`src/rtl/trace_capture_ctrl_pkg.sv`:
```
// Shared types and constants for the trace capture controller.
package trace_capture_ctrl_pkg;

   // Capture sequencer states; the numeric values are visible on O_state.
   typedef enum logic [2:0] {
      ST_IDLE      = 3'd0,
      ST_WAIT_SYNC = 3'd1,
      ST_ARMED     = 3'd2,
      ST_CAPTURE   = 3'd3,
      ST_DONE      = 3'd4
   } trace_state_e;

   // Trigger source code reported when the soft trigger wins.
   localparam logic [3:0] SOFT_TRIG_SRC = 4'hF;

endpackage

```
`src/rtl/trace_trig_select.sv`:
```
// Priority encoder over the masked pattern-match vector: lowest set index wins.
module trace_trig_select #(
   parameter int pMATCH_RULES = 8
) (
   input  logic [pMATCH_RULES-1:0] match_i,
   output logic                    hit_o,
   output logic [3:0]              index_o
);

   // Scan from the top down so the lowest-index match is the last one written.
   always_comb begin
      hit_o   = 1'b0;
      index_o = 4'd0;
      for (int i = pMATCH_RULES - 1; i >= 0; i--) begin
         hit_o   = hit_o | match_i[i];
         index_o = match_i[i] ? 4'(i) : index_o;
      end
   end

endmodule

```
`src/rtl/trace_capture_ctrl.sv`:
```
// Trace capture sequencer: arm, wait for sync, wait for trigger, capture a
// bounded run of words into the FIFO, then stop and report status.
module trace_capture_ctrl
   import trace_capture_ctrl_pkg::*;
#(
   parameter int pMATCH_RULES   = 8,
   parameter int pCOUNT_WIDTH   = 16,
   parameter int pTIMEOUT_WIDTH = 24
) (
   input  logic                      usb_clk,
   input  logic                      reset_i,
   input  logic                      I_arm,
   input  logic                      I_abort,
   input  logic                      I_synchronized,
   input  logic [pMATCH_RULES-1:0]   I_match,
   input  logic [pMATCH_RULES-1:0]   I_pattern_trig_enable,
   input  logic                      I_soft_trig_enable,
   input  logic                      I_soft_trig,
   input  logic [pCOUNT_WIDTH-1:0]   I_capture_len,
   input  logic [pTIMEOUT_WIDTH-1:0] I_timeout,
   input  logic                      I_data_valid,
   input  logic                      I_fifo_full,
   output logic                      O_fifo_wr,
   output logic                      O_capture_en,
   output logic                      O_trigger_out,
   output logic [3:0]                O_trig_src,
   output logic [pCOUNT_WIDTH-1:0]   O_words,
   output logic [2:0]                O_state,
   output logic                      O_done,
   output logic                      O_overflow,
   output logic                      O_timed_out,
   output logic                      O_sync_lost
);

   trace_state_e              state_q;
   logic                      capture_en_q;
   logic                      trigger_q;
   logic [3:0]                trig_src_q;
   logic [pCOUNT_WIDTH-1:0]   words_q;
   logic [pTIMEOUT_WIDTH-1:0] tmo_cnt_q;
   logic                      done_q;
   logic                      overflow_q;
   logic                      timed_out_q;
   logic                      sync_lost_q;

   logic                      rule_hit_s;
   logic [3:0]                rule_idx_s;
   logic                      trig_fire_s;
   logic [3:0]                trig_src_d;
   logic [pTIMEOUT_WIDTH-1:0] tmo_cnt_d;
   logic                      tmo_expire_s;
   logic [pCOUNT_WIDTH-1:0]   words_d;
   logic                      len_reached_s;
   logic                      wr_s;

   trace_trig_select #(
      .pMATCH_RULES (pMATCH_RULES)
   ) u_trig_select (
      .match_i (I_match & I_pattern_trig_enable),
      .hit_o   (rule_hit_s),
      .index_o (rule_idx_s)
   );

   // Trigger qualification, counter increments and the FIFO write gate.
   always_comb begin
      trig_fire_s   = rule_hit_s | (I_soft_trig & I_soft_trig_enable);
      trig_src_d    = rule_hit_s ? rule_idx_s : SOFT_TRIG_SRC;
      // Post-increment value: the number of cycles spent waiting, this one included.
      tmo_cnt_d     = tmo_cnt_q + pTIMEOUT_WIDTH'(1);
      tmo_expire_s  = (I_timeout != '0) && (tmo_cnt_d == I_timeout);
      words_d       = (&words_q) ? words_q : (words_q + pCOUNT_WIDTH'(1));
      len_reached_s = (I_capture_len != '0) && (words_d == I_capture_len);
      wr_s          = (state_q == ST_CAPTURE) & I_data_valid & ~I_fifo_full
                      & I_synchronized & ~I_abort;
   end

   // Capture sequencer with its registered status outputs and counters.
   always_ff @(posedge usb_clk or posedge reset_i) begin
      if (reset_i) begin
         state_q      <= ST_IDLE;
         capture_en_q <= 1'b0;
         trigger_q    <= 1'b0;
         trig_src_q   <= 4'd0;
         words_q      <= '0;
         tmo_cnt_q    <= '0;
         done_q       <= 1'b0;
         overflow_q   <= 1'b0;
         timed_out_q  <= 1'b0;
         sync_lost_q  <= 1'b0;
      end else begin
         trigger_q <= 1'b0;
         done_q    <= 1'b0;
         if (I_abort) begin
            // Abort wins over everything; status stays for readback.
            state_q      <= ST_IDLE;
            capture_en_q <= 1'b0;
         end else begin
            case (state_q)
               ST_IDLE, ST_DONE: begin
                  if (I_arm) begin
                     state_q     <= ST_WAIT_SYNC;
                     words_q     <= '0;
                     tmo_cnt_q   <= '0;
                     trig_src_q  <= 4'd0;
                     overflow_q  <= 1'b0;
                     timed_out_q <= 1'b0;
                     sync_lost_q <= 1'b0;
                  end
               end
               ST_WAIT_SYNC: begin
                  tmo_cnt_q <= tmo_cnt_d;
                  if (tmo_expire_s) begin
                     state_q     <= ST_DONE;
                     timed_out_q <= 1'b1;
                     done_q      <= 1'b1;
                  end else if (I_synchronized) begin
                     state_q <= ST_ARMED;
                  end
               end
               ST_ARMED: begin
                  tmo_cnt_q <= tmo_cnt_d;
                  if (trig_fire_s) begin
                     state_q      <= ST_CAPTURE;
                     capture_en_q <= 1'b1;
                     trigger_q    <= 1'b1;
                     trig_src_q   <= trig_src_d;
                  end else if (tmo_expire_s) begin
                     state_q     <= ST_DONE;
                     timed_out_q <= 1'b1;
                     done_q      <= 1'b1;
                  end
               end
               ST_CAPTURE: begin
                  if (!I_synchronized) begin
                     state_q      <= ST_DONE;
                     capture_en_q <= 1'b0;
                     sync_lost_q  <= 1'b1;
                     done_q       <= 1'b1;
                  end else begin
                     if (I_data_valid && I_fifo_full) begin
                        overflow_q <= 1'b1;
                     end
                     if (wr_s) begin
                        words_q <= words_d;
                        if (len_reached_s) begin
                           state_q      <= ST_DONE;
                           capture_en_q <= 1'b0;
                           done_q       <= 1'b1;
                        end
                     end
                  end
               end
               default: begin
                  state_q      <= ST_IDLE;
                  capture_en_q <= 1'b0;
               end
            endcase
         end
      end
   end

   assign O_fifo_wr     = wr_s;
   assign O_capture_en  = capture_en_q;
   assign O_trigger_out = trigger_q;
   assign O_trig_src    = trig_src_q;
   assign O_words       = words_q;
   assign O_state       = state_q;
   assign O_done        = done_q;
   assign O_overflow    = overflow_q;
   assign O_timed_out   = timed_out_q;
   assign O_sync_lost   = sync_lost_q;

endmodule

```
`config.mk`:
```
export PLATFORM = sky130hd
export DESIGN_NAME = trace_capture_ctrl
export DESIGN_NICKNAME = d
export VERILOG_FILES = /design/src/rtl/trace_capture_ctrl_pkg.sv /design/src/rtl/trace_trig_select.sv /design/src/rtl/trace_capture_ctrl.sv
export SDC_FILE = /design/constraint.sdc
export NUM_CORES = 1
export LEC_CHECK = 0
export ABC_AREA = 1
export CORE_UTILIZATION = 56
export CTS_CLUSTER_SIZE = 12
export DETAILED_ROUTE_END_ITERATION = 6
export HOLD_SLACK_MARGIN = 0.1
export PLACE_DENSITY = 0.87
export SKIP_LAST_GASP = 1
export SLEW_MARGIN = 20
export SYNTH_ARGS = -nofsm -noshare
export SYNTH_HDL_FRONTEND = slang
export SYNTH_SLANG_ARGS = --single-unit
```
`constraint.sdc`:
```
create_clock -name usb_clk -period 3.6 [get_ports usb_clk]
set_input_delay 1.08 -clock usb_clk [delete_from_list [all_inputs] [get_ports usb_clk]]
set_output_delay 1.08 -clock usb_clk [all_outputs]
set_load 0.03 [all_outputs]
```
* After elaboration in Yosys (flattened, before gate mapping)
Index checks and enable logic that the tools add are counted.
** Storage, ports and cells
- Output and inout bits :: 30
- Flip-flop bits (word level) :: 53
- Logic and storage cells :: 124
** Cells by class
- Eq/ne operators :: 20
- Bitwise logic cells :: 16
- Reduce and logical (&&, ||, !) cells :: 22
- Add/subtract/negate cells :: 2
- Muxes and demuxes :: 54
** Operators with widths (number)
- two-way mux 16 bit :: 4
- one-hot mux 24 bit (2 select lines) :: 1
- two-way mux 4 bit :: 10
- one-hot mux 16 bit (2 select lines) :: 1
- two-way mux 3 bit :: 10
- adder 24 x 1 -> 24 bit (second input constant) :: 1
- equality test 24 bit :: 1
- two-way mux 24 bit :: 1
- nonzero test 24 bit :: 1
- two-way mux 1 bit :: 20
- adder 16 x 1 -> 16 bit (second input constant) :: 1
- equality test 16 bit :: 1
- inequality test 4 bit (second input constant) :: 4
- AND reduction 16 bit :: 1
- AND reduction 4 bit :: 4
- nonzero test 16 bit :: 1
- AND reduction 5 bit :: 3
- inequality test 2 bit (second input constant) :: 6
- one-hot mux 3 bit (4 select lines) :: 1
- one-hot mux 1 bit (3 select lines) :: 3
- AND 8 bit :: 1
- OR 1 bit :: 8
- one-hot mux 4 bit (2 select lines) :: 1
- equality test 3 x 2 -> 1 bit (second input constant) :: 2
- 14 further kinds :: 27

* Logic depth before layout (Yosys ltp)
Gate-level depths: netlist (run 1).
- Depth after elaboration :: 12
- Gate-level depth with buffers :: 19
- Gate-level depth less buffers :: 19

* Modules after synthesis
Synthesis (run 1) repeated with hierarchy kept, for this count alone.
** Second synthesis, totals
- Cell total of the unflattened synthesis :: 728
- Area, all modules :: 4406.7 µm²
** By module, submodules not included
- trace_capture_ctrl :: cells each 704, times used 1, area an instance 4296.6 µm²
- trace_trig_select :: cells each 24, times used 1, area an instance 110.1 µm²

* Least setup slack after synthesis (run 1)
OpenSTA, ideal clock, no wires.
- Kind :: in2out
- Start :: input I_abort
- End :: output O_fifo_wr
- Path slack :: 432 ps
- Data required time :: 2520 ps
- Stages on the path :: 4
- Arrival time :: 2088 ps
- Cells stage by stage :: inv_1 -> nand3_1 -> nor3_2 -> clkbuf_1
** Between the ends
- Cells in the longest elaborated chain, start to end :: 2
** Ends and longest elaborated chain
- from (decl) :: line trace_capture_ctrl.sv:13 : input logic I_abort,
- NOT 1 bit (no source line)
- AND 1 bit :: line trace_capture_ctrl.sv:74 : & I_synchronized & ~I_abort;
- to (decl) :: line trace_capture_ctrl.sv:23 : output logic O_fifo_wr,
No other way between the ends.

* Worst setup path in the final report (run 1)
Ends and elaborated chain as after synthesis.

==> results of run 1 <==
## cells in the mapped netlist (2+ instances only)
| master | n | area (um^2) |
|---|---|---|
| xnor2_1 | 2 | 17.52 |
| nand3_4 | 2 | 35.03 |
| nand2_2 | 9 | 56.30 |
| o22ai_1 | 20 | 125.1 |
| nor3_1 | 5 | 25.02 |
| nand3b_1 | 6 | 45.04 |
| inv_1 | 94 | 352.8 |
| a21oi_1 | 5 | 25.02 |
| nor2_4 | 5 | 56.30 |
| a22o_1 | 5 | 43.79 |
| nand3_1 | 73 | 365.4 |
| ha_1 | 2 | 25.02 |
| buf_6 | 2 | 22.52 |
| nor3_2 | 3 | 30.03 |
| o21ai_0 | 25 | 125.1 |
| o21bai_1 | 2 | 15.01 |
| nand2_1 | 240 | 900.9 |
| inv_2 | 10 | 37.54 |
| nor4_1 | 4 | 25.02 |
| nor2_1 | 71 | 266.5 |
| clkbuf_1 | 4 | 15.01 |
| o211ai_1 | 2 | 15.01 |
| o21ai_1 | 3 | 15.01 |
| dfrtp_1 | 53 | 1326 |
| nor2_2 | 8 | 50.05 |
| o31ai_1 | 2 | 15.01 |
| nand4_1 | 16 | 100.1 |
| xor2_1 | 12 | 105.1 |
## worst register-to-register path: cells and delay by family (launching register included)
kind | cells | cell delay (ns)
compound gates | 1 | 0.14
fa+ha+maj | 1 | 0.38
flops | 1 | 0.51
simple gates | 14 | 1.70
## registers in the layout, indices dropped and copies added (netlist names)
| signal | count |
|---|---|
| O_trig_src | 4 |
| O_capture_en | 1 |
| O_overflow | 1 |
| O_words | 16 |
| O_timed_out | 1 |
| O_trigger_out | 1 |
| O_sync_lost | 1 |
| tmo_cnt_q | 24 |
| O_done | 1 |
| O_state | 3 |
## through the flow
stage	hold WS, ns	total power, uW	utilization, %	cell area (um^2)
detailed placement	0.4621	1379	72.99	5379
global placement	0.4668	1368	72.99	5379
floorplan	0.5370	1104	-	4333
finish	0.4850	1730	74.13	5463
global route	0.5153	1824	74.13	5463
CTS	0.4855	1725	74.13	5463
## report_power, final
group | switching (uW) | internal (uW)
combinational | 416 | 260
sequential | 54.2 | 646
clock | 215 | 139
total | 685 | 1050
## cell families after synthesis
kind of cell	share of synthesized area, %
AND/OR/NAND/NOR	46.38
buffers and inverters	10.08
AO/OA/AOI/OAI	9.529
flip-flops	30.61
XOR/XNOR	2.830
adder cells (fa/ha/maj)	0.5774
## metal layers
metal	vias to the layer above	part of all wire [%]	GRT usage (%)	routed length (um)
met1	2279	41	40.78	5343
met5	-	0	0	0
li1	2433	-	-	-
met3	30	6.5	4.653	840
met2	211	49	58.27	6379
met4	0	2.7	11.96	343
## how the worst max path moves through the flow
stage | depth (start not counted) | startpoint | end
2_1_floorplan | 4 | I_abort | O_fifo_wr
3_3_place_gp | 5 | I_abort | O_fifo_wr
3_5_place_dp | 5 | I_abort | O_fifo_wr
4_1_cts | 5 | I_abort | O_fifo_wr
5_1_grt | 5 | I_abort | O_fifo_wr
6_report | 5 | I_abort | O_fifo_wr
## cell type report
type | instances | area share (%)
Clock inverter | 1 | 0.1374
Inverter | 104 | 7.146
Sequential cell | 53 | 24.28
Tap cell | 99 | 2.268
Timing Repair Buffer | 98 | 17.73
Multi-Input combinational cell | 531 | 47.05
Clock buffer | 7 | 1.397
==> results.sh, run 1 <==
export IMPL_grt_first_pass_wirelength_um=21670
export IMPL_cp_end_kind="output port"
export IMPL_place_hpwl_um=9960
export IMPL_fp_row_count=31
export IMPL_worst_setup_path_type="in -> out"
export IMPL_critPathBufInv=3
export IMPL_synth_seq_cells=53
export IMPL_final_common_cell="nand2_1"
export IMPL_async_flop_share_pct=100.0
export IMPL_hold_violations=0
export IMPL_tns_ns=0
export IMPL_drv_slew=0
export IMPL_fill_cells=613
export IMPL_via_per_inst=5.546
export IMPL_grt_max_degree=54
export IMPL_grt_antenna_before_repair=0
export IMPL_rsz0062_at_grt="no"
export IMPL_min_from="O_capture_en"
export IMPL_hp_class="reg -> reg"
export IMPL_post_cts_repair_setup_buffers=0
export IMPL_worst_clock_skew_ns=0.01400
export IMPL_clkTransAtPathRegs_ns=0.10
export IMPL_start_kind="input port"
export IMPL_cts_num_sinks=53
export IMPL_wirelength_um=12910
export IMPL_worstPathArrival_ns=2.29
export IMPL_placed_cells=885
export IMPL_vias=4953
export IMPL_cts_htree_levels=2
export IMPL_multi_input_area_um2=2570
export IMPL_grt_pass1_vias=4842
export IMPL_place_congestion=0.9553
export IMPL_cts_buffer_depth=2
export IMPL_worst_pin_slew_ns=0.7112
export IMPL_seqCellArea_um2=1326
export IMPL_core_um2=7370
export IMPL_synth_cell_type_count=39
export IMPL_port_buffers=94
export IMPL_die_w_um=89.96
export IMPL_critical_path_slowest_cell="clkdlybuf4s50_1"
export IMPL_fp_dieH_um=89.96
export IMPL_finalCriticalPeriod_ns=3.369
export IMPL_cts_buffers=5
export IMPL_synth_cells=696
export IMPL_rrSetupSlack_ns=0.77
export IMPL_syn_num_nets=763
export IMPL_setup_viol_count_final=0
export IMPL_grt_util_all_layers_pct=32.91
export IMPL_r2r_end="O_state[2]"
export IMPL_critPathMaxFanout=7
export IMPL_layout_drive_gt1_share_pct=6.927
export IMPL_max_vdd_ir_drop_uv=266.8
export IMPL_first_pass_iters=6
export IMPL_top_level_ports=95
export IMPL_cap_violations=0
export IMPL_cts_resized=0
export IMPL_drt_iter0_drc=253
export IMPL_insertion_delay_ns=0.32
export IMPL_ys_warn_count=0
export IMPL_worstPathRequired_ns=2.52
export IMPL_power_density_nw_per_um2=316.7
export IMPL_cts_tree="built"
export IMPL_fmax_mhz=296.9
export IMPL_critical_path_top_delay_family="buffers and inverters"
export IMPL_cts_root_buf="clkbuf_8"
export IMPL_layout_common_cells="240 x nand2_1, 93 x inv_1, 93 x clkdlybuf4s50_1"
export IMPL_final_nets=860
export IMPL_synth_avg_cell_area_um2=6.225
export IMPL_hold_path_endpoint="O_capture_en"
export IMPL_leakagePower_uw=0.002566
export IMPL_period_share_pct=93.57
export IMPL_antenna_left=0
export IMPL_max_slew_margin_pct=52.59
export IMPL_routedWlPerCell_um=14.45
export IMPL_ys_flop_type="dfrtp_1"
export IMPL_status="complete, no violations"
export IMPL_die_area_um2=8093
export IMPL_path_cells="clkdlybuf4s50_1 > inv_1 > nand3_1 > nor3_2 > buf_4"
export IMPL_slowest_delay_ns=0.51
export IMPL_fin_cells=893
export IMPL_synth_enable_flop_cells=0
export IMPL_start_util_pct=58.79
export IMPL_worstReg2RegStart="tmo_cnt_q[0]"
export IMPL_worstHoldPathCells=2
export IMPL_syn_to_final_growth_pct=26.08
export IMPL_reg2regPathDepth=16
export IMPL_setup_ws_ns=0.2314
export IMPL_diodes=0
export IMPL_drc_errors=0
export IMPL_ys_seq_area_share_pct=30.61
export IMPL_ctsHoldBuffers=0
export IMPL_place_ws_ns=0.2397
export IMPL_syn_area_um2=4333
export IMPL_grt_overflow=0
(Power assumes the default switching activity.)
==> inputs of run 2 (changes only) <==
--- a/config.mk
+++ b/config.mk
@@ -10,6 +10,7 @@
 export CTS_CLUSTER_SIZE = 12
 export DETAILED_ROUTE_END_ITERATION = 6
 export HOLD_SLACK_MARGIN = 0.1
+export MAX_ROUTING_LAYER = met4
 export PLACE_DENSITY = 0.87
 export SKIP_LAST_GASP = 1
 export SLEW_MARGIN = 20
==> results.sh, run 2 (synthesized netlist as in run 1, its figures left out) <==
export IMPL_internal_power_uw=1060
export IMPL_worst_clock_skew_ns=0.008116
export IMPL_largest_reg_flops=24
export IMPL_drt_iter0_drc=291
export IMPL_worst_setup_path_type="in -> out"
export IMPL_routedWlPerCell_um=14.62
export IMPL_fp_dieH_um=89.96
export IMPL_first_pass_iters=5
export IMPL_critical_path_top_delay_family="buffers and inverters"
export IMPL_max_vdd_ir_drop_uv=326.1
export IMPL_drv_slew=0
export IMPL_slowest_delay_ns=0.50
export IMPL_layout_drive_gt1_share_pct=7.179
export IMPL_placed_cells=886
export IMPL_top_register="tmo_cnt_q"
export IMPL_port_buffers=94
export IMPL_grt_overflow=0
export IMPL_switching_share_pct=39.09
export IMPL_post_cts_repair_setup_buffers=0
export IMPL_power_switching_uw=680.4
export IMPL_status="complete, no violations"
export IMPL_power_frac_comb_pct=39.0
export IMPL_fin_cells=893
export IMPL_fmax_mhz=296.7
export IMPL_clkTransAtPathRegs_ns=0.10
export IMPL_start_kind="input port"
export IMPL_hp_class="reg -> reg"
export IMPL_path_cells="clkdlybuf4s50_1 > inv_1 > nand3_1 > nor3_2 > buf_4"
export IMPL_fill_cells=631
export IMPL_cts_resized=0
export IMPL_hold_violations=0
export IMPL_worstPathRequired_ns=2.52
export IMPL_diodes=0
export IMPL_grtUsageMet3_pct=3.638
export IMPL_stdcell_area_um2=5477
export IMPL_critPathMaxFanout=7
export IMPL_drc_errors=0
export IMPL_vias=4979
export IMPL_start_util_pct=58.79
export IMPL_rsz0062_at_grt="no"
export IMPL_layout_common_cells="240 x nand2_1, 93 x inv_1, 93 x clkdlybuf4s50_1"
export IMPL_grt_first_pass_wirelength_um=21960
export IMPL_cts_tree="built"
export IMPL_grt_util_all_layers_pct=34.21
export IMPL_power_density_nw_per_um2=317.8
export IMPL_cts_buffers=5
export IMPL_tns_ns=0
export IMPL_cts_root_buf="clkbuf_8"
export IMPL_top_level_ports=95
export IMPL_setup_viol_count_final=0
export IMPL_die_w_um=89.96
export IMPL_grt_met1_usage_pct=40.48
export IMPL_grt_max_degree=24
export IMPL_place_hpwl_um=10250
export IMPL_period_share_pct=93.61
export IMPL_final_common_cell="nand2_1"
export IMPL_grt_pass1_vias=4958
export IMPL_busiest_layer="met2"
export IMPL_grt_antenna_before_repair=0
export IMPL_place_congestion=0.9794
export IMPL_worstPathArrival_ns=2.29
export IMPL_cts_buffer_depth=2
export IMPL_syn_to_final_growth_pct=26.39
export IMPL_dpl_cell_area_um2=5386
export IMPL_fp_row_count=31
export IMPL_ctsHoldBuffers=0
export IMPL_wirelength_um=13060
export IMPL_critical_path_slowest_cell="clkdlybuf4s50_1"
export IMPL_worst_pin_slew_ns=0.5324
export IMPL_finalCriticalPeriod_ns=3.370
export IMPL_insertion_delay_ns=0.31
export IMPL_grt_use_met2_pct=60.00
export IMPL_critPathBufInv=3
export IMPL_cap_violations=0
export IMPL_final_nets=861
export IMPL_cp_end_kind="output port"
export IMPL_antenna_left=0
export IMPL_leakagePower_uw=0.002576
export IMPL_via_per_inst=5.576
export IMPL_finalPower_uw=1741
export IMPL_clock_power_share_pct=20.8
export IMPL_pwr_share_seq_pct=40.2
export IMPL_cts_num_sinks=53
export IMPL_core_um2=7370
export IMPL_max_slew_margin_pct=64.18
export IMPL_die_area_um2=8093
export IMPL_cts_htree_levels=2
## run 2: changes by cell type in the layout (fill, tap and decap cells not counted), sizes merged
cell and delta:
buf +1, clkbuf -1
## run 2: metrics by stage
stage,util (%),hold slack [ns],setup WS (ns)
global placement,73.09,0.4677,0.2931
global route,74.31,0.5183,0.1608
detailed placement,73.09,0.4624,0.2434
finish,74.31,0.4871,0.2301
floorplan,-,0.5370,0.4321
CTS,74.31,0.4844,0.2366
## run 2: path summary, 6_finish.rpt
check | to | cells past startpoint | slack [ns] | startpoint
min in group asynchronous | O_timed_out | 2 | 1.05 | reset_i
setup / recovery | O_fifo_wr | 5 | 0.23 | I_abort
max in group asynchronous | tmo_cnt_q[1] | 3 | 1.92 | reset_i
hold reg to reg | O_capture_en | 2 | 0.49 | O_capture_en
hold / removal | O_capture_en | 2 | 0.49 | O_capture_en
setup reg to reg | O_state[1] | 16 | 0.80 | tmo_cnt_q[0]
## run 2: cell type report
type / instances / area [um^2] / area share, %
sequential: 53 / 1326 / 24.22
multi-input combinational: 531 / 2570 / 46.93
inverter: 104 / 390.4 / 7.128
timing repair buffer: 99 / 975.9 / 17.82
clock inverter: 1 / 7.507 / 0.1371
clock buffer: 6 / 82.58 / 1.508
tap: 99 / 123.9 / 2.262
## run 2: worst register-to-register path, stage by stage, from the launching register on
cell      delay, ns
dfrtp_1        0.49
ha_1           0.38
nand3_1        0.16
nor2_1         0.32
nand2_1        0.10
nand2_1        0.13
nor2_1         0.06
nor2_1         0.10
nand2_1        0.07
nor2_2         0.18
nand2_2        0.09
nor2_4         0.10
nand3_4        0.10
nand2_1        0.07
nand2_1        0.08
o21bai_1       0.18
nand2_1        0.08
## run 2: power groups by stage
stage	clock network [uW]	registers [uW]	logic (uW)
3_5_place_dp	0	711	671
6_report	362	699	680
2_1_floorplan	0	777	328
5_1_grt	387	707	735
3_3_place_gp	0	708	660
4_1_cts	364	700	674
## run 2: per-layer routing
metal | wire length, um | part of all wire, %
met3 | 767 | 5.9
met2 | 6424 | 49
met4 | 428 | 3.3
met5 | 0 | 0
met1 | 5436 | 42
